<file path="src/rtl/cnn_pkg.sv">
// cnn_pkg: shared types for the CNN accelerator datapath
package cnn_pkg;
   typedef enum logic [0:0] {
      IDLE = 1'b0,
      SEND = 1'b1
   } unloader_state_e;
endpackage

</file>
<file path="src/rtl/tile_unloader_if.sv">
// tile_unloader_if: tile capture request plus valid/ready word stream
interface tile_unloader_if #(
   parameter int WIDTH = 8,
   parameter int DEPTH = 4
);
   logic                   start;
   logic [WIDTH*DEPTH-1:0] par_in;
   logic                   out_ready;
   logic                   out_valid;
   logic [WIDTH-1:0]       out_data;
   logic                   out_last;
   logic                   busy;
   logic                   done;
   modport master (
      output start, par_in, out_ready,
      input  out_valid, out_data, out_last, busy, done
   );
   modport slave (
      input  start, par_in, out_ready,
      output out_valid, out_data, out_last, busy, done
   );
endinterface

</file>
<file path="src/rtl/reg_block.sv">
// reg_block: enabled register bank with synchronous reset
module reg_block #(
   parameter int WIDTH = 8
) (
   input  logic             clk,
   input  logic             rst,
   input  logic             en,
   input  logic [WIDTH-1:0] d,
   output logic [WIDTH-1:0] q
);
   // load d when enabled, clear on reset at the clock edge
   always_ff @(posedge clk)
      if (rst) q <= '0;
      else if (en) q <= d;
endmodule

</file>
<file path="src/rtl/tile_unloader.sv">
// tile_unloader: captures a tile of DEPTH words and streams it out lowest index first
module tile_unloader
   import cnn_pkg::*;
#(
   parameter int WIDTH = 8,
   parameter int DEPTH = 4
) (
   input  logic            clk,
   input  logic            rst,
   tile_unloader_if.slave  bus
);
   localparam int IW = $clog2(DEPTH);
   localparam logic [IW-1:0] LAST = IW'(DEPTH - 1);

   unloader_state_e                   state;
   logic [IW-1:0]                     idx;
   logic                              capture;
   logic                              xfer;
   logic [WIDTH*DEPTH-1:0]            shadow;
   logic [DEPTH-1:0][WIDTH-1:0]       words;

   assign capture = bus.start & (state == IDLE);
   assign xfer    = bus.out_valid & bus.out_ready;
   assign words   = shadow;

   reg_block #(.WIDTH(WIDTH * DEPTH)) u_shadow (
      .clk (clk),
      .rst (rst),
      .en  (capture),
      .d   (bus.par_in),
      .q   (shadow)
   );

   // handshake FSM: capture on start, advance idx per transfer, pulse done after the last word
   always_ff @(posedge clk or posedge rst)
      if (rst) begin
         state         <= IDLE;
         idx           <= '0;
         bus.out_valid <= 1'b0;
         bus.busy      <= 1'b0;
         bus.done      <= 1'b0;
      end else begin
         bus.done <= 1'b0;
         if (state == IDLE) begin
            if (bus.start) begin
               state         <= SEND;
               idx           <= '0;
               bus.out_valid <= 1'b1;
               bus.busy      <= 1'b1;
            end
         end else if (xfer) begin
            if (idx == LAST) begin
               state         <= IDLE;
               idx           <= '0;
               bus.out_valid <= 1'b0;
               bus.busy      <= 1'b0;
               bus.done      <= 1'b1;
            end else begin
               idx <= idx + 1'b1;
            end
         end
      end

   // shadow resets only synchronously, so gate the word to keep stale data hidden
   always_comb begin
      bus.out_data = bus.out_valid ? words[idx] : '0;
      bus.out_last = bus.out_valid & (idx == LAST);
   end
endmodule

</file>
<file path="src/flat_wrapper.sv">
// flat-port wrapper written by rule: the top's interface ports become plain ports
module tile_unloader_flat import cnn_pkg::*;
#(
   parameter int WIDTH = 8,
   parameter int DEPTH = 4
)
  (clk, rst, bus_start, bus_par_in, bus_out_ready, bus_out_valid, bus_out_data, bus_out_last, bus_busy, bus_done);
  tile_unloader_if #(.WIDTH(WIDTH), .DEPTH(DEPTH)) bus_i ();
  input  logic clk;
  input  logic rst;
  input wire logic [$bits(bus_i.start)-1:0] bus_start;
  input wire logic [$bits(bus_i.par_in)-1:0] bus_par_in;
  input wire logic [$bits(bus_i.out_ready)-1:0] bus_out_ready;
  output wire logic [$bits(bus_i.out_valid)-1:0] bus_out_valid;
  output wire logic [$bits(bus_i.out_data)-1:0] bus_out_data;
  output wire logic [$bits(bus_i.out_last)-1:0] bus_out_last;
  output wire logic [$bits(bus_i.busy)-1:0] bus_busy;
  output wire logic [$bits(bus_i.done)-1:0] bus_done;
  assign bus_i.start = bus_start;
  assign bus_i.par_in = bus_par_in;
  assign bus_i.out_ready = bus_out_ready;
  assign bus_out_valid = bus_i.out_valid;
  assign bus_out_data = bus_i.out_data;
  assign bus_out_last = bus_i.out_last;
  assign bus_busy = bus_i.busy;
  assign bus_done = bus_i.done;
  tile_unloader #(.WIDTH(WIDTH), .DEPTH(DEPTH)) u_core (.clk(clk), .rst(rst), .bus(bus_i));
endmodule
</file>
<file path="config.mk">
export PLATFORM = sky130hd
export DESIGN_NAME = tile_unloader_flat
export DESIGN_NICKNAME = d
export VERILOG_FILES = /design/src/rtl/cnn_pkg.sv /design/src/rtl/tile_unloader_if.sv /design/src/rtl/reg_block.sv /design/src/rtl/tile_unloader.sv /design/src/flat_wrapper.sv
export SDC_FILE = /design/constraint.sdc
export NUM_CORES = 1
export LEC_CHECK = 0
export BUFFER_PORTS_ARGS = -buffer_cell sky130_fd_sc_hd__buf_4
export CORE_MARGIN = 4
export CORE_UTILIZATION = 34
export CTS_CLUSTER_DIAMETER = 40
export DETAILED_ROUTE_END_ITERATION = 6
export SYNTH_ARGS = -nofsm -noshare
export SYNTH_HDL_FRONTEND = slang
export SYNTH_SLANG_ARGS = --single-unit
</file>
<file path="constraint.sdc">
create_clock -name clk -period 2.7 [get_ports clk]
set_input_delay 0 -clock clk [delete_from_list [all_inputs] [get_ports clk]]
set_output_delay 0 -clock clk [all_outputs]
set_load 0.05 [all_outputs]
</file>
==> summary.txt <==
clk_lat worst skew -> 0.29 ns
grt peak-use layer -> met2
deepest clock path buffer count -> 2
Die Span Y -> 76.6 µm
most instantiated cells after synthesis -> 67 x nand2_1, 33 x a21oi_1, 32 x dfxtp_1, 17 x mux2i_1, 9 x o22ai_1
Main synth FF type -> dfxtp_1
Via-to-Cell Ratio -> 4.63
Final Cycle Share -> 70.8%
CP endpoint kind -> output port
largest net degree at the start of global routing -> 34
Async S/R FF share, synth -> 13.5%
vias after detailed routing -> 1481
first-pass GRT wire length -> 6790 µm
fin crit period -> 1.91 ns
CP Class -> reg2out
fmax -> 0.523 GHz
Max FO, Critical Path -> 15
CTS clock-pin slew for the worst setup and hold paths -> 0.07 ns
DP HPWL -> 2670 µm
CTS Sinks -> 37
Max-slew headroom -> 49.2%
Most common cell on crit path -> buf_4
grt met2 use -> 24.0%
Max Slew Vio Count -> 0
number of global-route vias before repair -> 1437
Syn Inst Count -> 190
post-synthesis cell area -> 0.00160 mm²
pwr dens -> 648 mW/mm²
number of synthesized flops with an enable pin -> 0
initial antenna violation count -> 0
top-area cell type share of the netlist area -> 40.0%
Pre-Repair DR Iteration Count -> 4
CP arrival -> 1.91 ns
Die Span X -> 76.6 µm
R2R depth -> 4
mean area per synthesized cell -> 8.43 µm²
top-count cell post-synth -> nand2_1
RePlAce Congestion -> 0.701
RSZ-0062 raised after global routing -> no
overall global routing resource usage -> 14.5%
crit path cell chain -> buf_4 > mux2i_1 > o22ai_1 > buf_4
Initial Util -> 36.0%
Synth Net Count -> 227
data required time of the worst path -> 2.70 ns
Finish-stage setup viols -> 0
Layout Skew -> 0.00478 ns
met1 Usage GRT -> 17.1%
CTS tree -> built
CTS Buf Count -> 5
largest cells by area after synthesis -> dfxtp_1 40%, nand2_1 16%, mux2i_1 11%, a21oi_1 10%, dfrtp_1 7.8%
Pleak -> 0.962 nW
ant diodes -> 0
Fin Setup TNS -> 0 ns
grt met3 use -> 5.56%
post-CTS sizing -> 0
Setup Buffers After CTS -> 0
Synth Warn # -> 0
row cnt -> 24
measured slew at the worst slew-check pin -> 0.762 ns
die area -> 0.00587 mm²
Port Buf Inserts -> 47
worst IR drop on VDD -> 0.345 mV
Core ar. -> 0.00444 mm²
Area Overhead vs Synth -> 49.1%
status -> finished clean
CP Launch Type -> flip-flop
Detail Route Antenna Nets -> 0
Seq cells post-synth -> 37
nets -> 304
Crit path largest cell delay -> 0.84 ns
total design power -> 0.00155 W
most area-hungry cell type in the Yosys netlist -> dfxtp_1
total routed wirelength -> 4030 µm
post-synth cell types -> 18
worst hold path class -> in2async
drt initial violations -> 79
Boundary Pins -> 48
grt ovf -> 0
H-tree depth -> 2
drt drc -> 0
Seq/Total Area, Yosys -> 47.8%
final hold viol count -> 0
CP max stage cell -> dfrtp_1
share of cells above drive strength 1 -> 21.6%
WL per Instance -> 12.6 µm
max-cap violations -> 0
CTS root buf -> clkbuf_8
-- state kept, by name (all words and copies together), names as in the netlist --
signal             count
u_core.idx             2
u_core.state           1
u_core.bus.busy        1
u_core.u_shadow.q     32
u_core.bus.done        1
-- layer usage --
layer	share of wire (%)	vias up	routed length (µm)
li1	-	785	-
met1	46	657	1840
met2	47	32	1910
met3	5.8	7	233
met4	1.0	0	42
met5	0	-	0
-- what timing repair did --
action	4_1_cts	5_1_grt
hold endpoints to repair	39	0
hold buffers	35	0
endpoints found under the setup margin	0	0
-- final timing paths --
check,startpoint,endpoint,slack [ns]
setup / recovery,u_core.idx[0],bus_out_data[1],0.79
hold / removal,rst,u_core.idx[1],0.34
setup reg to reg,u_core.idx[0],u_core.state,1.12
hold reg to reg,u_core.u_shadow.q[30],u_core.u_shadow.q[30],0.46
max in group asynchronous,rst,u_core.bus.done,2.19
min in group clk,u_core.u_shadow.q[30],u_core.u_shadow.q[30],0.46
-- stage by stage --
| step | worst slack (ns) | hold slack, ns | util [%] | cells | cell area (µm²) |
|---|---|---|---|---|---|
| floorplan | 0.915 | 0.106 | - | 190 | 1600 |
| global placement | 1.10 | 0.0972 | 43.2 | 277 | 1920 |
| detailed placement | 1.10 | 0.0929 | 43.2 | 277 | 1920 |
| CTS | 0.769 | 0.343 | 53.7 | 320 | 2390 |
| global route | 0.662 | 0.366 | 53.7 | 320 | 2390 |
| finish | 0.790 | 0.337 | 53.7 | 320 | 2390 |
-- critical path, delay by kind of cell (launching register included) --
family / cells / cell delay, ns
compound gates: 1 / 0.10
flops: 1 / 0.84
mux: 1 / 0.20
buf+inv: 2 / 0.48
-- logic make-up (layout without fill, tap and decap cells) --
| logic type | Yosys count | after routing | synth area share (%) |
|---|---|---|---|
| simple gates | 75 | 75 | 18.6 |
| compound gates | 43 | 43 | 14.2 |
| flops | 37 | 37 | 47.8 |
| mux | 17 | 17 | 10.6 |
| buf+inv | 17 | 95 | 7.97 |
| fa+ha+maj | 1 | 1 | 0.781 |
-- report_power, final --
| part | total [W] | leakage [nW] | switching (W) | internal, W |
|---|---|---|---|---|
| Combinational | 0.000383 | 0.585 | 0.000191 | 0.000192 |
| Clock | 0.000492 | 0.0585 | 0.000191 | 0.000301 |
| Sequential | 0.000672 | 0.318 | 0.0000838 | 0.000588 |
-- placed cells by master, fill, tap and decap left out, drive strengths merged, types with 3 or more instances in the layout --
master,synthesis,final
nand2,67,67
buf,10,49
dlygate4sd3,0,35
a21oi,33,33
dfxtp,32,32
mux2i,17,17
o22ai,9,9
clkbuf,4,7
dfrtp,5,5
inv,3,3
nor2,3,3
-- final cells by class --
cell class / count / area, µm²
clock inverters: 1 / 30.0
inverters: 3 / 11.3
clock buffers: 7 / 86.3
multi-input cells: 136 / 711
well taps: 52 / 65.1
repair buffers: 84 / 718
fillers: 445 / 2060
flip-flops and latches: 37 / 766
Note: power is estimated with default switching activity, not from simulation.
